<file path="src/rtl/text_codes_pkg.sv">
// Letter-code constants for the one-hot 7-segment letter decoder, plus shared
// display constants and the scroll FSM state type.
package text_codes_pkg;

    localparam int DIGITS = 4;

    localparam logic [17:0] CODE_A     = 18'h20000;
    localparam logic [17:0] CODE_B     = 18'h10000;
    localparam logic [17:0] CODE_C     = 18'h08000;
    localparam logic [17:0] CODE_D     = 18'h04000;
    localparam logic [17:0] CODE_E     = 18'h02000;
    localparam logic [17:0] CODE_F     = 18'h01000;
    localparam logic [17:0] CODE_G     = 18'h00800;
    localparam logic [17:0] CODE_H     = 18'h00400;
    localparam logic [17:0] CODE_I     = 18'h00200;
    localparam logic [17:0] CODE_L     = 18'h00100;
    localparam logic [17:0] CODE_N     = 18'h00080;
    localparam logic [17:0] CODE_O     = 18'h00040;
    localparam logic [17:0] CODE_P     = 18'h00020;
    localparam logic [17:0] CODE_R     = 18'h00010;
    localparam logic [17:0] CODE_S     = 18'h00008;
    localparam logic [17:0] CODE_U     = 18'h00004;
    localparam logic [17:0] CODE_V     = 18'h00004;
    localparam logic [17:0] CODE_Y     = 18'h00002;
    localparam logic [17:0] CODE_Z     = 18'h00001;
    localparam logic [17:0] CODE_3     = 18'b111;
    localparam logic [17:0] CODE_BLANK = 18'b11;

    typedef enum logic [1:0] {
        EMPTY,
        STATIC,
        SCROLL
    } scroll_state_e;

endpackage

</file>
<file path="src/rtl/ascii_to_letter_code.sv">
// Case-insensitive ASCII to 18-bit one-hot letter code; anything the decoder
// cannot draw maps to blank.
module ascii_to_letter_code
    import text_codes_pkg::*;
(
    input  logic [7:0]  ascii_i,
    output logic [17:0] code_o
);

    logic [7:0] upper;

    // NOTE: every combinational output gets a default first so no path can infer a latch.
    always_comb begin
        upper  = ascii_i;
        code_o = CODE_BLANK;
        if (ascii_i >= "a" && ascii_i <= "z") begin
            upper = ascii_i - 8'h20;
        end
        case (upper)
            "A":      code_o = CODE_A;
            "B":      code_o = CODE_B;
            "C":      code_o = CODE_C;
            "D":      code_o = CODE_D;
            "E":      code_o = CODE_E;
            "F":      code_o = CODE_F;
            "G":      code_o = CODE_G;
            "H":      code_o = CODE_H;
            "I", "1": code_o = CODE_I;
            "L":      code_o = CODE_L;
            "N":      code_o = CODE_N;
            "O", "0": code_o = CODE_O;
            "P":      code_o = CODE_P;
            "R":      code_o = CODE_R;
            "S":      code_o = CODE_S;
            "U":      code_o = CODE_U;
            "V":      code_o = CODE_V;
            "Y":      code_o = CODE_Y;
            "Z":      code_o = CODE_Z;
            "3":      code_o = CODE_3;
            default:  code_o = CODE_BLANK;
        endcase
    end

endmodule

</file>
<file path="src/rtl/text_scroll_encoder.sv">
// Message buffer, four-digit multiplexer and scroll controller driving the
// board's letter-code decoder one digit at a time.
module text_scroll_encoder
    import text_codes_pkg::*;
#(
    parameter int MSG_LEN     = 16,
    parameter int REFRESH_DIV = 100000,
    parameter int SCROLL_DIV  = 25000000
) (
    input  logic                       clk,
    input  logic                       reset,
    input  logic                       wr_valid,
    input  logic [7:0]                 wr_data,
    output logic                       wr_ready,
    input  logic                       clear,
    input  logic                       scroll_en,
    output logic [17:0]                digit_code,
    output logic [3:0]                 anode,
    output logic [$clog2(MSG_LEN):0]   msg_len
);

    localparam int IW = $clog2(MSG_LEN);
    localparam int LW = IW + 1;
    localparam int RW = $clog2(REFRESH_DIV);
    localparam int SW = $clog2(SCROLL_DIV);

    logic [7:0]    mem_q [MSG_LEN];
    logic [LW-1:0] len_q, len_d;
    logic [IW-1:0] offset_q, offset_d;
    logic [RW-1:0] rcnt_q, rcnt_d;
    logic [SW-1:0] scnt_q, scnt_d;
    logic [1:0]    sel_q, sel_d;
    logic [3:0]    anode_q, anode_d;
    logic [17:0]   code_q, code_d;
    scroll_state_e state_q, state_d;

    logic          wr_fire;
    logic [LW-1:0] pos;
    logic [LW-1:0] idx;
    logic          pos_valid;
    logic [17:0]   dec_code;

    assign wr_ready = !reset && (len_q < LW'(MSG_LEN)) && !clear;
    assign wr_fire  = wr_valid && wr_ready;

    always_comb begin
        state_d = STATIC;
        if (len_d == '0) begin
            state_d = EMPTY;
        end else if (len_d > LW'(DIGITS) && scroll_en) begin
            state_d = SCROLL;
        end
    end

    // clear beats a write, a write beats a scroll step; both restart the window at 0.
    always_comb begin
        len_d    = len_q;
        offset_d = offset_q;
        scnt_d   = scnt_q;
        if (clear) begin
            len_d    = '0;
            offset_d = '0;
            scnt_d   = '0;
        end else if (wr_fire) begin
            len_d    = len_q + LW'(1);
            offset_d = '0;
            scnt_d   = '0;
        end else if (state_q == SCROLL) begin
            if (scnt_q == SW'(SCROLL_DIV - 1)) begin
                scnt_d   = '0;
                offset_d = ({1'b0, offset_q} + LW'(1) == len_q) ? '0 : offset_q + IW'(1);
            end else begin
                scnt_d = scnt_q + SW'(1);
            end
        end
    end

    always_comb begin
        rcnt_d = rcnt_q + RW'(1);
        sel_d  = sel_q;
        if (rcnt_q == RW'(REFRESH_DIV - 1)) begin
            rcnt_d = '0;
            sel_d  = sel_q + 2'd1;
        end
    end

    // offset < len and 3 < len when wrapping, so a single subtract is a full modulo.
    always_comb begin
        pos       = {1'b0, offset_q} + LW'(2'd3 - sel_q);
        idx       = pos;
        pos_valid = 1'b1;
        if (len_q <= LW'(DIGITS)) begin
            pos_valid = (pos < len_q);
        end else if (pos >= len_q) begin
            idx = pos - len_q;
        end
    end

    ascii_to_letter_code u_decode (
        .ascii_i (mem_q[idx[IW-1:0]]),
        .code_o  (dec_code)
    );

    always_comb begin
        anode_d = ~(4'b0001 << sel_q);
        code_d  = pos_valid ? dec_code : CODE_BLANK;
    end

    // NOTE: state registers use non-blocking assignments so every flop samples pre-edge values.
    always_ff @(posedge clk or posedge reset) begin
        if (reset) begin
            len_q    <= '0;
            offset_q <= '0;
            rcnt_q   <= '0;
            scnt_q   <= '0;
            sel_q    <= '0;
            state_q  <= EMPTY;
            anode_q  <= 4'b1110;
            code_q   <= CODE_BLANK;
        end else begin
            len_q    <= len_d;
            offset_q <= offset_d;
            rcnt_q   <= rcnt_d;
            scnt_q   <= scnt_d;
            sel_q    <= sel_d;
            state_q  <= state_d;
            anode_q  <= anode_d;
            code_q   <= code_d;
        end
    end

    // NOTE: the buffer has no reset; msg_len=0 after reset keeps stale entries from ever showing.
    always_ff @(posedge clk) begin
        if (wr_fire) begin
            mem_q[len_q[IW-1:0]] <= wr_data;
        end
    end

    assign digit_code = code_q;
    assign anode      = anode_q;
    assign msg_len    = len_q;

endmodule

</file>
<file path="config.mk">
export PLATFORM = sky130hd
export DESIGN_NAME = text_scroll_encoder
export DESIGN_NICKNAME = d
export VERILOG_FILES = /design/src/rtl/text_codes_pkg.sv /design/src/rtl/ascii_to_letter_code.sv /design/src/rtl/text_scroll_encoder.sv
export SDC_FILE = /design/constraint.sdc
export NUM_CORES = 1
export LEC_CHECK = 0
export ABC_AREA = 1
export CAP_MARGIN = 20
export CORE_MARGIN = 2
export CORE_UTILIZATION = 60
export DETAILED_ROUTE_END_ITERATION = 6
export GPL_TIMING_DRIVEN = 0
export PLACE_DENSITY = 0.84
export SLEW_MARGIN = 20
export SYNTH_ARGS = -nofsm -noshare
export SYNTH_HDL_FRONTEND = slang
export SYNTH_HIERARCHICAL = 1
export SYNTH_SLANG_ARGS = --single-unit
</file>
<file path="constraint.sdc">
create_clock -name clk -period 7.15 [get_ports clk]
set_clock_uncertainty 0.2 [all_clocks]
set_input_delay 1.43 -clock clk [delete_from_list [all_inputs] [get_ports clk]]
set_output_delay 1.43 -clock clk [all_outputs]
set_load 0.01 [all_outputs]
</file>
==> metrics.yaml, run 1 <==
run_status: "finished, final reports clean"
clock_latency_ns: 0.53
cts.hold.buffers_added: 0
drt_first_pass_iters: 6
relSlewSlack_pct: 34.5
period_share_pct: 81.6
h-tree-depth: 1
setup_viol: 0
postPlaceCellArea_um2: 11200
p_switching_mw: 1.23
clock_sinks: 205
peakVddDrop_mv: 0.223
cpMostUsedCell: "nand2_1"
fmax_mhz: 171
synth-seq-cells: 205
postSynthAreaPerCell_um2: 8.83
drv_cap: 0
area_growth_pct: 13.2
postSynth.asyncResetShare_pct: 37.6
power_frac_clock_pct: 31.0
first_iter_violations: 894
initial_core_util_pct: 61.0
die_w_um: 136
remaining_drc_errors: 0
p_total_mw: 3.45
ctsLongestPathBuffers: 3
first_global_vias: 8104
switching_share_pct: 35.7
grt_pass1_wl_um: 40000
multiInputGateArea_um2: 3590
slowest_delay_ns: 0.40
cts.repair.resized: 0
place_ws_ns: 1.50
grt_usage_pct: 27.8
num_antenna_cells: 0
slowest_stage: "dfrtp_1"
dieArea_um2: 18500
synthCells: 1186
synth_edf_count: 128
coreArea_um2: 17200
crit_path_end_kind: "register"
power_frac_seq_pct: 37.4
postRouteAntennaNets: 0
final_max_slew_viol_count: 0
crit_start: "sel_q[0]"
nNetsFinal: 1285
final-seq-area_um2: 5780
std_cell_rows: 48
hpwl_um: 17100
rsz0062_at_grt: "no"
hold_path_class: "register to register"
leakagePower_nw: 5.39
cts_buffers: 22
drive_gt1_share_pct: 9.00
min_from: "rcnt_q[0]"
gp_congestion: 0.943
rr_startpoint: "sel_q[0]"
netlist_area_um2: 10500
grt_overflow: 0
cts_root_buffer: "clkbuf_16"
finalHoldViolCount: 0
viasPerCell: 5.53
worst_pin_slew_ns: 0.979
postCtsSetupRepairBufs: 0
grt_start_max_net_pins: 42
yosysUniqueCellTypes: 46
setup_tns_ns: 0
synth_ff_type: "edfxtp_1"
ys_seq_area_share_pct: 55.1
drt_wl_total_um: 24900
clk_pin_slew_ns: 0.06
utilization_pct: 69.0
nFillCells: 1292
synthesis.nets: 1220
antenna_found_initial: 0
avgRoutedWirePerCell_um: 16.7
crit_type: "register to register"
die_height_um: 136
power_frac_comb_pct: 31.6
powerDensity_nw_per_um2: 291
pin_count: 41
path_max_fanout: 10
ys.warnings.count: 6
min_period_ns: 5.84
arrival_ns: 6.06
cts_tree: "built"
start_kind: "register"
p_int_mw: 2.22
required_ns: 7.38
fin_area_um2: 11900
vias: 8256
fin_ws_ns: 1.31
place.port_buffers: 40
## state kept, by name (all words and copies together), names as in the netlist
register / count
offset_q: 4
state_q: 2
msg_len: 5
rcnt_q: 17
mem_q: 128
digit_code: 18
anode: 4
scnt_q: 25
sel_q: 2
## cells in the mapped netlist, types with 3 or more instances
master    number  share of area (%)
a21oi_1       22                1.1
a31oi_1        3               0.18
buf_2         20               0.96
buf_4          3               0.21
clkbuf_1       3               0.11
clkinv_1       3               0.11
dfrtp_1       72                 17
dfstp_2        5                1.3
edfxtp_1     128                 37
ha_1          19                2.3
inv_1        243                8.7
inv_2          7               0.25
nand2_1      211                7.6
nand2_2        7               0.42
nand2_4        4               0.43
nand3_1      193                9.2
nand3_2        7               0.67
nand4_1       16               0.96
nor2_1       103                3.7
nor2_2         3               0.18
nor2_4         3               0.32
nor3_1        22                1.1
nor3b_1        3               0.21
nor4_1         4               0.24
nor4_2         3               0.36
o21ai_0       25                1.2
o21ai_1        3               0.14
o21ai_2        6               0.50
o21bai_1       3               0.21
or2_2          4               0.24
xnor2_1        5               0.42
xor2_1        13                1.1
## per-layer routing
metal	share of wire [%]	wire [um]	track usage (%)
met1	39	9720	36.1
met2	48	12000	46.0
met3	8.6	2150	4.96
met4	3.8	952	12.1
met5	0	0	0
## cells by family after synthesis
| group | after synthesis | share of synthesized area, % |
|---|---|---|
| AO/OA/AOI/OAI | 69 | 3.94 |
| XOR/XNOR | 18 | 1.50 |
| adder cells (fa/ha/maj) | 21 | 2.65 |
| buffers and inverters | 283 | 10.6 |
| flip-flops | 205 | 55.1 |
| AND/OR/NAND/NOR | 590 | 26.1 |
## worst paths after layout
check	depth (start not counted)	end	slack, ns
worst max register to register	34	digit_code[0]	1.31
min in group asynchronous	2	msg_len[1]	1.12
worst min-delay path	1	rcnt_q[0]	0.30
worst max-delay path	34	digit_code[0]	1.31
max in group asynchronous	3	digit_code[1]	4.96
worst min register to register	1	rcnt_q[0]	0.30
## worst max-delay path, delay by kind of cell, from the launching register on
kind | cells | cell delay, ns
AOI/OAI and AO/OA | 1 | 0.22
xor gates and xnor gates | 1 | 0.23
adders and majority gates | 3 | 0.92
buffers and inverters | 5 | 0.75
DFF | 1 | 0.40
and+or+nand+nor | 24 | 3.05
## metrics by stage
| stage | hold WS (ns) | std cells |
|---|---|---|
| 2_1_floorplan | 0.233 | 1186 |
| 3_3_place_gp | 0.245 | 1451 |
| 3_5_place_dp | 0.270 | 1452 |
| 4_1_cts | 0.305 | 1492 |
| 5_1_grt | 0.310 | 1492 |
| 6_report | 0.303 | 1492 |
## power by group through the flow
stage               Sequential (mW)  Combinational (mW)  Clock (mW)
finish                         1.29                1.09        1.07
global route                   1.29                1.19        1.12
CTS                            1.29                1.07        1.07
detailed placement             1.31                1.06           0
global placement               1.31                1.03           0
floorplan                      1.31               0.783           0
## area by class of cell
cell class	instances	share of cell area, %
Clock buffer	33	5.27
Inverter	253	8.03
Sequential cell	205	48.7
Timing Repair Buffer	41	3.54
Buffer	30	1.38
Tap cell	225	2.37
Clock inverter	7	0.411
Multi-Input combinational cell	698	30.3
## layout by cell type (no fill, tap or decap), types with 22 or more instances in the layout
| cell | instances |
|---|---|
| edfxtp_1 | 128 |
| inv_1 | 242 |
| a21oi_1 | 22 |
| nand3_1 | 193 |
| clkdlybuf4s50_1 | 40 |
| nor2_1 | 103 |
| clkbuf_16 | 22 |
| o21ai_0 | 25 |
| dfrtp_1 | 72 |
| nand2_1 | 211 |
(Power assumes the default switching activity.)
==> inputs of run 2 (changes only) <==
==> constraint.sdc (replaced) <==
create_clock -name clk -period 6 [get_ports clk]
set_clock_uncertainty 0.2 [all_clocks]
set_input_delay 1.2 -clock clk [delete_from_list [all_inputs] [get_ports clk]]
set_output_delay 1.2 -clock clk [all_outputs]
set_load 0.01 [all_outputs]
==> metrics.yaml, run 2 (synthesized netlist as in run 1, its figures left out) <==
worst_pin_slew_ns: 1.00  # +0.0209 ns
peakVddDrop_mv: 0.267  # +19%
multiInputGateArea_um2: 3610  # +0.45%
required_ns: 6.23  # -1.15 ns
rsz0062_at_grt: "no"
final-seq-area_um2: 5780  # unchanged
dieArea_um2: 18500  # unchanged
crit_path_end_kind: "register"
finalHoldViolCount: 0  # unchanged
leakagePower_nw: 5.40  # +0.14%
cts_buffers: 22  # unchanged
first_global_vias: 8104  # unchanged
postPlaceCellArea_um2: 11200  # unchanged
ctsLongestPathBuffers: 3  # unchanged
relSlewSlack_pct: 33.1  # -1.4 points
min_from: "rcnt_q[0]"
clk_pin_slew_ns: 0.06  # about the same
place.port_buffers: 40  # unchanged
h-tree-depth: 1  # unchanged
r2r_cells: 33  # -2.9%
clock_sinks: 205  # unchanged
start_kind: "register"
std_cell_rows: 48  # unchanged
place_ws_ns: 0.349  # -1.15 ns
rr_startpoint: "sel_q[0]"
first_iter_violations: 895  # +0.11%
drive_gt1_share_pct: 9.39  # +0.39 points
grt_start_max_net_pins: 42  # unchanged
grt_usage_pct: 27.8  # unchanged
grt_overflow: 0  # unchanged
final_max_slew_viol_count: 0  # unchanged
cts_root_buffer: "clkbuf_16"
slowest_delay_ns: 0.40  # about the same
wl_met2_um: 12000  # about the same
hold_path_class: "register to register"
largest_register_ffs: 128  # unchanged
vias: 8253  # -0.036%
layout_common_cells: "241 x inv_1, 210 x nand2_1, 191 x nand3_1, 128 x edfxtp_1, 103 x nor2_1"
fin_ws_ns: 0.425  # -0.890 ns
utilization_pct: 69.2  # +0.14 points
nFillCells: 1284  # -0.62%
setup_viol: 0  # unchanged
setup_tns_ns: 0  # unchanged
antenna_found_initial: 0  # unchanged
nNetsFinal: 1285  # unchanged
viasPerCell: 5.53  # about the same
fin_hold_ws_ns: 0.302  # -0.000964 ns
top_layer: "met4"
cts_tree: "built"
drt_wl_total_um: 24800  # about the same
die_height_um: 136  # unchanged
num_antenna_cells: 0  # unchanged
dr_wl_met3_um: 2280  # +6.3%
crit_type: "register to register"
drt_first_pass_iters: 6  # unchanged
postCtsSetupRepairBufs: 0  # unchanged
arrival_ns: 5.80  # -0.26 ns
hold_end: "rcnt_q[0]"
grt_pass1_wl_um: 40000  # unchanged
powerDensity_nw_per_um2: 347  # +19%
remaining_drc_errors: 0  # unchanged
min_period_ns: 5.58  # -0.260 ns
holdPathStages: 1  # unchanged
run_status: "finished, final reports clean"
coreArea_um2: 17200  # unchanged
drt-met1-wl_um: 9610  # -1.1%
pin_count: 41  # unchanged
period_share_pct: 92.9  # +11 points
drv_cap: 0  # unchanged
cpMostUsedCell: "nand2_1"
regToRegSetupSlack_ns: 0.42  # -0.89 ns
fmax_mhz: 179  # +4.7%
slowest_stage: "dfrtp_1"
hpwl_um: 17100  # unchanged
avgRoutedWirePerCell_um: 16.6  # about the same
initial_core_util_pct: 61.0  # unchanged
path_max_fanout: 10  # unchanged
final_common_cell: "inv_1"
gp_congestion: 0.943  # unchanged
rr_endpoint: "digit_code[0]"
fin_area_um2: 11900  # +0.20%
die_w_um: 136  # unchanged
clock_latency_ns: 0.52  # about the same
area_growth_pct: 13.4
postRouteAntennaNets: 0  # unchanged
run 2: repair_timing:
action	CTS	global route
setup endpoints to repair	0	2
hold buffers	0	0
gates resized for setup	0	8
run 2: worst max-delay path: cells and delay by family, from the launching register on:
family          cells  cell delay (ns)
xor+xnor            1             0.23
fa+ha+maj           3             0.90
compound gates      3             0.50
flops               1             0.40
simple gates       21             2.57
buf+inv             5             0.71
run 2: layout make-up:
class	instances	area share, %
Clock buffer	33	5.26
Clock inverter	7	0.411
Timing Repair Buffer	41	3.54
Inverter	253	8.01
Tap cell	225	2.37
Buffer	30	1.44
Sequential cell	205	48.6
Multi-Input combinational cell	698	30.4
run 2: how the worst max path moves through the flow:
stage / cells after the start / endpoint / slack (ns) / from
floorplan: 10 / state_q[0] / 1.17 / reset
global placement: 11 / state_q[0] / -0.52 / reset
finish: 33 / digit_code[0] / 0.42 / sel_q[0]
global route: 35 / digit_code[1] / 0.05 / sel_q[0]
CTS: 33 / digit_code[0] / 0.27 / sel_q[0]
detailed placement: 33 / digit_code[0] / 0.35 / sel_q[0]
run 2: through the flow:
stage | power, mW | cells
after global routing | 4.30 | 1492
after global placement | 2.79 | 1451
after floorplan | 2.50 | 1186
after CTS | 4.09 | 1492
after detailed placement | 2.83 | 1452
final | 4.12 | 1492
run 2: metal layers:
layer	track usage [%]	vias up
met1	36.1	3817
met4	12.1	0
li1	-	3949
met5	0	-
met3	4.96	75
met2	46.0	412
run 2: power breakdown:
| part | internal (mW) | switching (mW) | total [mW] |
|---|---|---|---|
| clock | 0.724 | 0.551 | 1.28 |
| sequential | 1.52 | 0.0127 | 1.54 |
| combinational | 0.401 | 0.908 | 1.31 |
| total | 2.65 | 1.47 | 4.12 |
==> inputs of run 3 (changes only) <==
--- a/config.mk
+++ b/config.mk
@@ -10,8 +10,9 @@
 export CORE_MARGIN = 2
 export CORE_UTILIZATION = 60
 export DETAILED_ROUTE_END_ITERATION = 6
+export GPL_ROUTABILITY_DRIVEN = 0
 export GPL_TIMING_DRIVEN = 0
-export PLACE_DENSITY = 0.84
+export PLACE_DENSITY = 0.79
 export SLEW_MARGIN = 20
 export SYNTH_ARGS = -nofsm -noshare
 export SYNTH_HDL_FRONTEND = slang
==> metrics.yaml, run 3 (synthesized netlist as in run 1, its figures left out) <==
start_kind: "register"
slowest_delay_ns: 0.43  # +0.03 ns
r2r_cells: 32  # -3.0%
powerDensity_nw_per_um2: 356  # +2.6%
clock_sinks: 205  # unchanged
finalHoldViolCount: 0  # unchanged
first_global_vias: 7882  # -2.7%
arrival_ns: 5.85  # +0.05 ns
antenna_found_initial: 0  # unchanged
drive_gt1_share_pct: 9.62  # +0.23 points
viasPerCell: 5.44  # -1.7%
nNetsFinal: 1287  # +0.16%
crit_type: "register to register"
period_share_pct: 93.6  # +0.68 points
cts_root_buffer: "clkbuf_16"
first_iter_violations: 771  # -14%
relSlewSlack_pct: 38.1  # +5.0 points
num_antenna_cells: 0  # unchanged
largest_register_ffs: 128  # unchanged
hold_path_class: "register to register"
peakVddDrop_mv: 0.248  # -7.1%
postPlaceCellArea_um2: 11200  # unchanged
area_growth_pct: 14.6
place.port_buffers: 40  # unchanged
final_common_cell: "inv_1"
coreArea_um2: 17200  # unchanged
cts_tree: "built"
setup_viol: 0  # unchanged
fin_area_um2: 12000  # +0.99%
clk_pin_slew_ns: 0.06  # about the same
die_w_um: 136  # unchanged
leakagePower_nw: 5.46  # +1.1%
regToRegSetupSlack_ns: 0.38  # -0.04 ns
grt_usage_pct: 27.1  # -0.64 points
std_cell_rows: 48  # unchanged
grt_overflow: 0  # unchanged
cpMostUsedCell: "nand2_1"
drt_wl_total_um: 24200  # -2.5%
hpwl_um: 16500  # -3.9%
min_period_ns: 5.62  # +0.0405 ns
slowest_stage: "fa_1"
drt_first_pass_iters: 6  # unchanged
utilization_pct: 69.9  # +0.68 points
initial_core_util_pct: 61.0  # unchanged
worst_pin_slew_ns: 0.926  # -0.0743 ns
grt_pass1_wl_um: 39000  # -2.5%
avgRoutedWirePerCell_um: 16.2  # -2.6%
final_max_slew_viol_count: 0  # unchanged
remaining_drc_errors: 0  # unchanged
required_ns: 6.23  # about the same
die_height_um: 136  # unchanged
cts_buffers: 22  # unchanged
h-tree-depth: 1  # unchanged
rsz0062_at_grt: "no"
ctsLongestPathBuffers: 3  # unchanged
grt_start_max_net_pins: 46  # +9.5%
holdPathStages: 1  # unchanged
drv_cap: 0  # unchanged
pin_count: 41  # unchanged
vias: 8118  # -1.6%
path_max_fanout: 10  # unchanged
cts.hold.buffers_added: 0  # unchanged
dieArea_um2: 18500  # unchanged
crit_path_end_kind: "register"
layout_common_cells: "242 x inv_1, 210 x nand2_1, 191 x nand3_1, 128 x edfxtp_1, 103 x nor2_1"
clock_latency_ns: 0.51  # about the same
run_status: "finished, final reports clean"
nFillCells: 1337  # +4.1%
postRouteAntennaNets: 0  # unchanged
fmax_mhz: 178  # -0.72%
-- run 3: cell types whose count changed in the layout (fill, tap and decap cells not counted), sizes merged --
cell / previous run / this run
clkbuf: 39 / 35
bufinv: 0 / 3
buf: 25 / 27
clkinv: 10 / 8
clkinvlp: 0 / 1
inv: 250 / 251
-- run 3: worst max-delay path: cells and delay by family (launching register included) --
family | cells | cell delay, ns
flops | 1 | 0.40
fa+ha+maj | 3 | 0.99
xor+xnor | 1 | 0.17
buf+inv | 5 | 0.86
simple gates | 22 | 2.57
compound gates | 1 | 0.36
-- run 3: final timing paths --
kind,endpoint,from
worst max-delay path,digit_code[0],sel_q[0]
worst min-delay path,rcnt_q[0],rcnt_q[0]
worst max register to register,digit_code[0],sel_q[0]
worst min register to register,rcnt_q[0],rcnt_q[0]
max in group asynchronous,digit_code[0],reset
min in group asynchronous,scnt_q[19],reset
-- run 3: where the power goes --
group | internal, mW | switching [mW] | total, mW
logic | 0.405 | 0.894 | 1.30
clock network | 0.883 | 0.551 | 1.43
registers | 1.52 | 0.0118 | 1.54
-- run 3: layout make-up --
| type | count | area (um2) | share of cell area, % |
|---|---|---|---|
| flip-flops and latches | 205 | 5780 | 48.1 |
| multi-input cells | 698 | 3610 | 30.1 |
| inverters | 253 | 952 | 7.93 |
| clock buffers | 29 | 641 | 5.34 |
| repair buffers | 43 | 435 | 3.63 |
| well taps | 225 | 282 | 2.35 |
| plain buffers | 30 | 171 | 1.43 |
| clock inverters | 10 | 133 | 1.11 |
-- run 3: what timing repair did --
action                     4_1_cts  5_1_grt
buffers inserted                 0        2
gates resized for setup          0        7
setup endpoints to repair        0        2
-- run 3: layer usage --
| layer | share of wire, % | up-vias | track usage, % | wire length (um) |
|---|---|---|---|---|
| met2 | 49 | 332 | 46.1 | 11900 |
| met1 | 41 | 3781 | 36.5 | 9870 |
| met4 | 2.9 | 0 | 8.45 | 691 |
| met3 | 7.3 | 50 | 3.43 | 1770 |
| met5 | 0 | - | 0.556 | 0 |
| li1 | - | 3955 | - | - |
-- run 3: per-stage QoR --
stage	power [mW]	cells	hold slack (ns)	TNS [ns]	setup slack (ns)
floorplan	2.50	1186	0.233	0	1.17
global placement	2.79	1451	0.250	-30.44	-0.520
detailed placement	2.82	1452	0.270	0	0.360
CTS	4.26	1491	0.278	0	0.330
global route	4.48	1493	0.292	0	0.00696
finish	4.27	1493	0.275	0	0.384
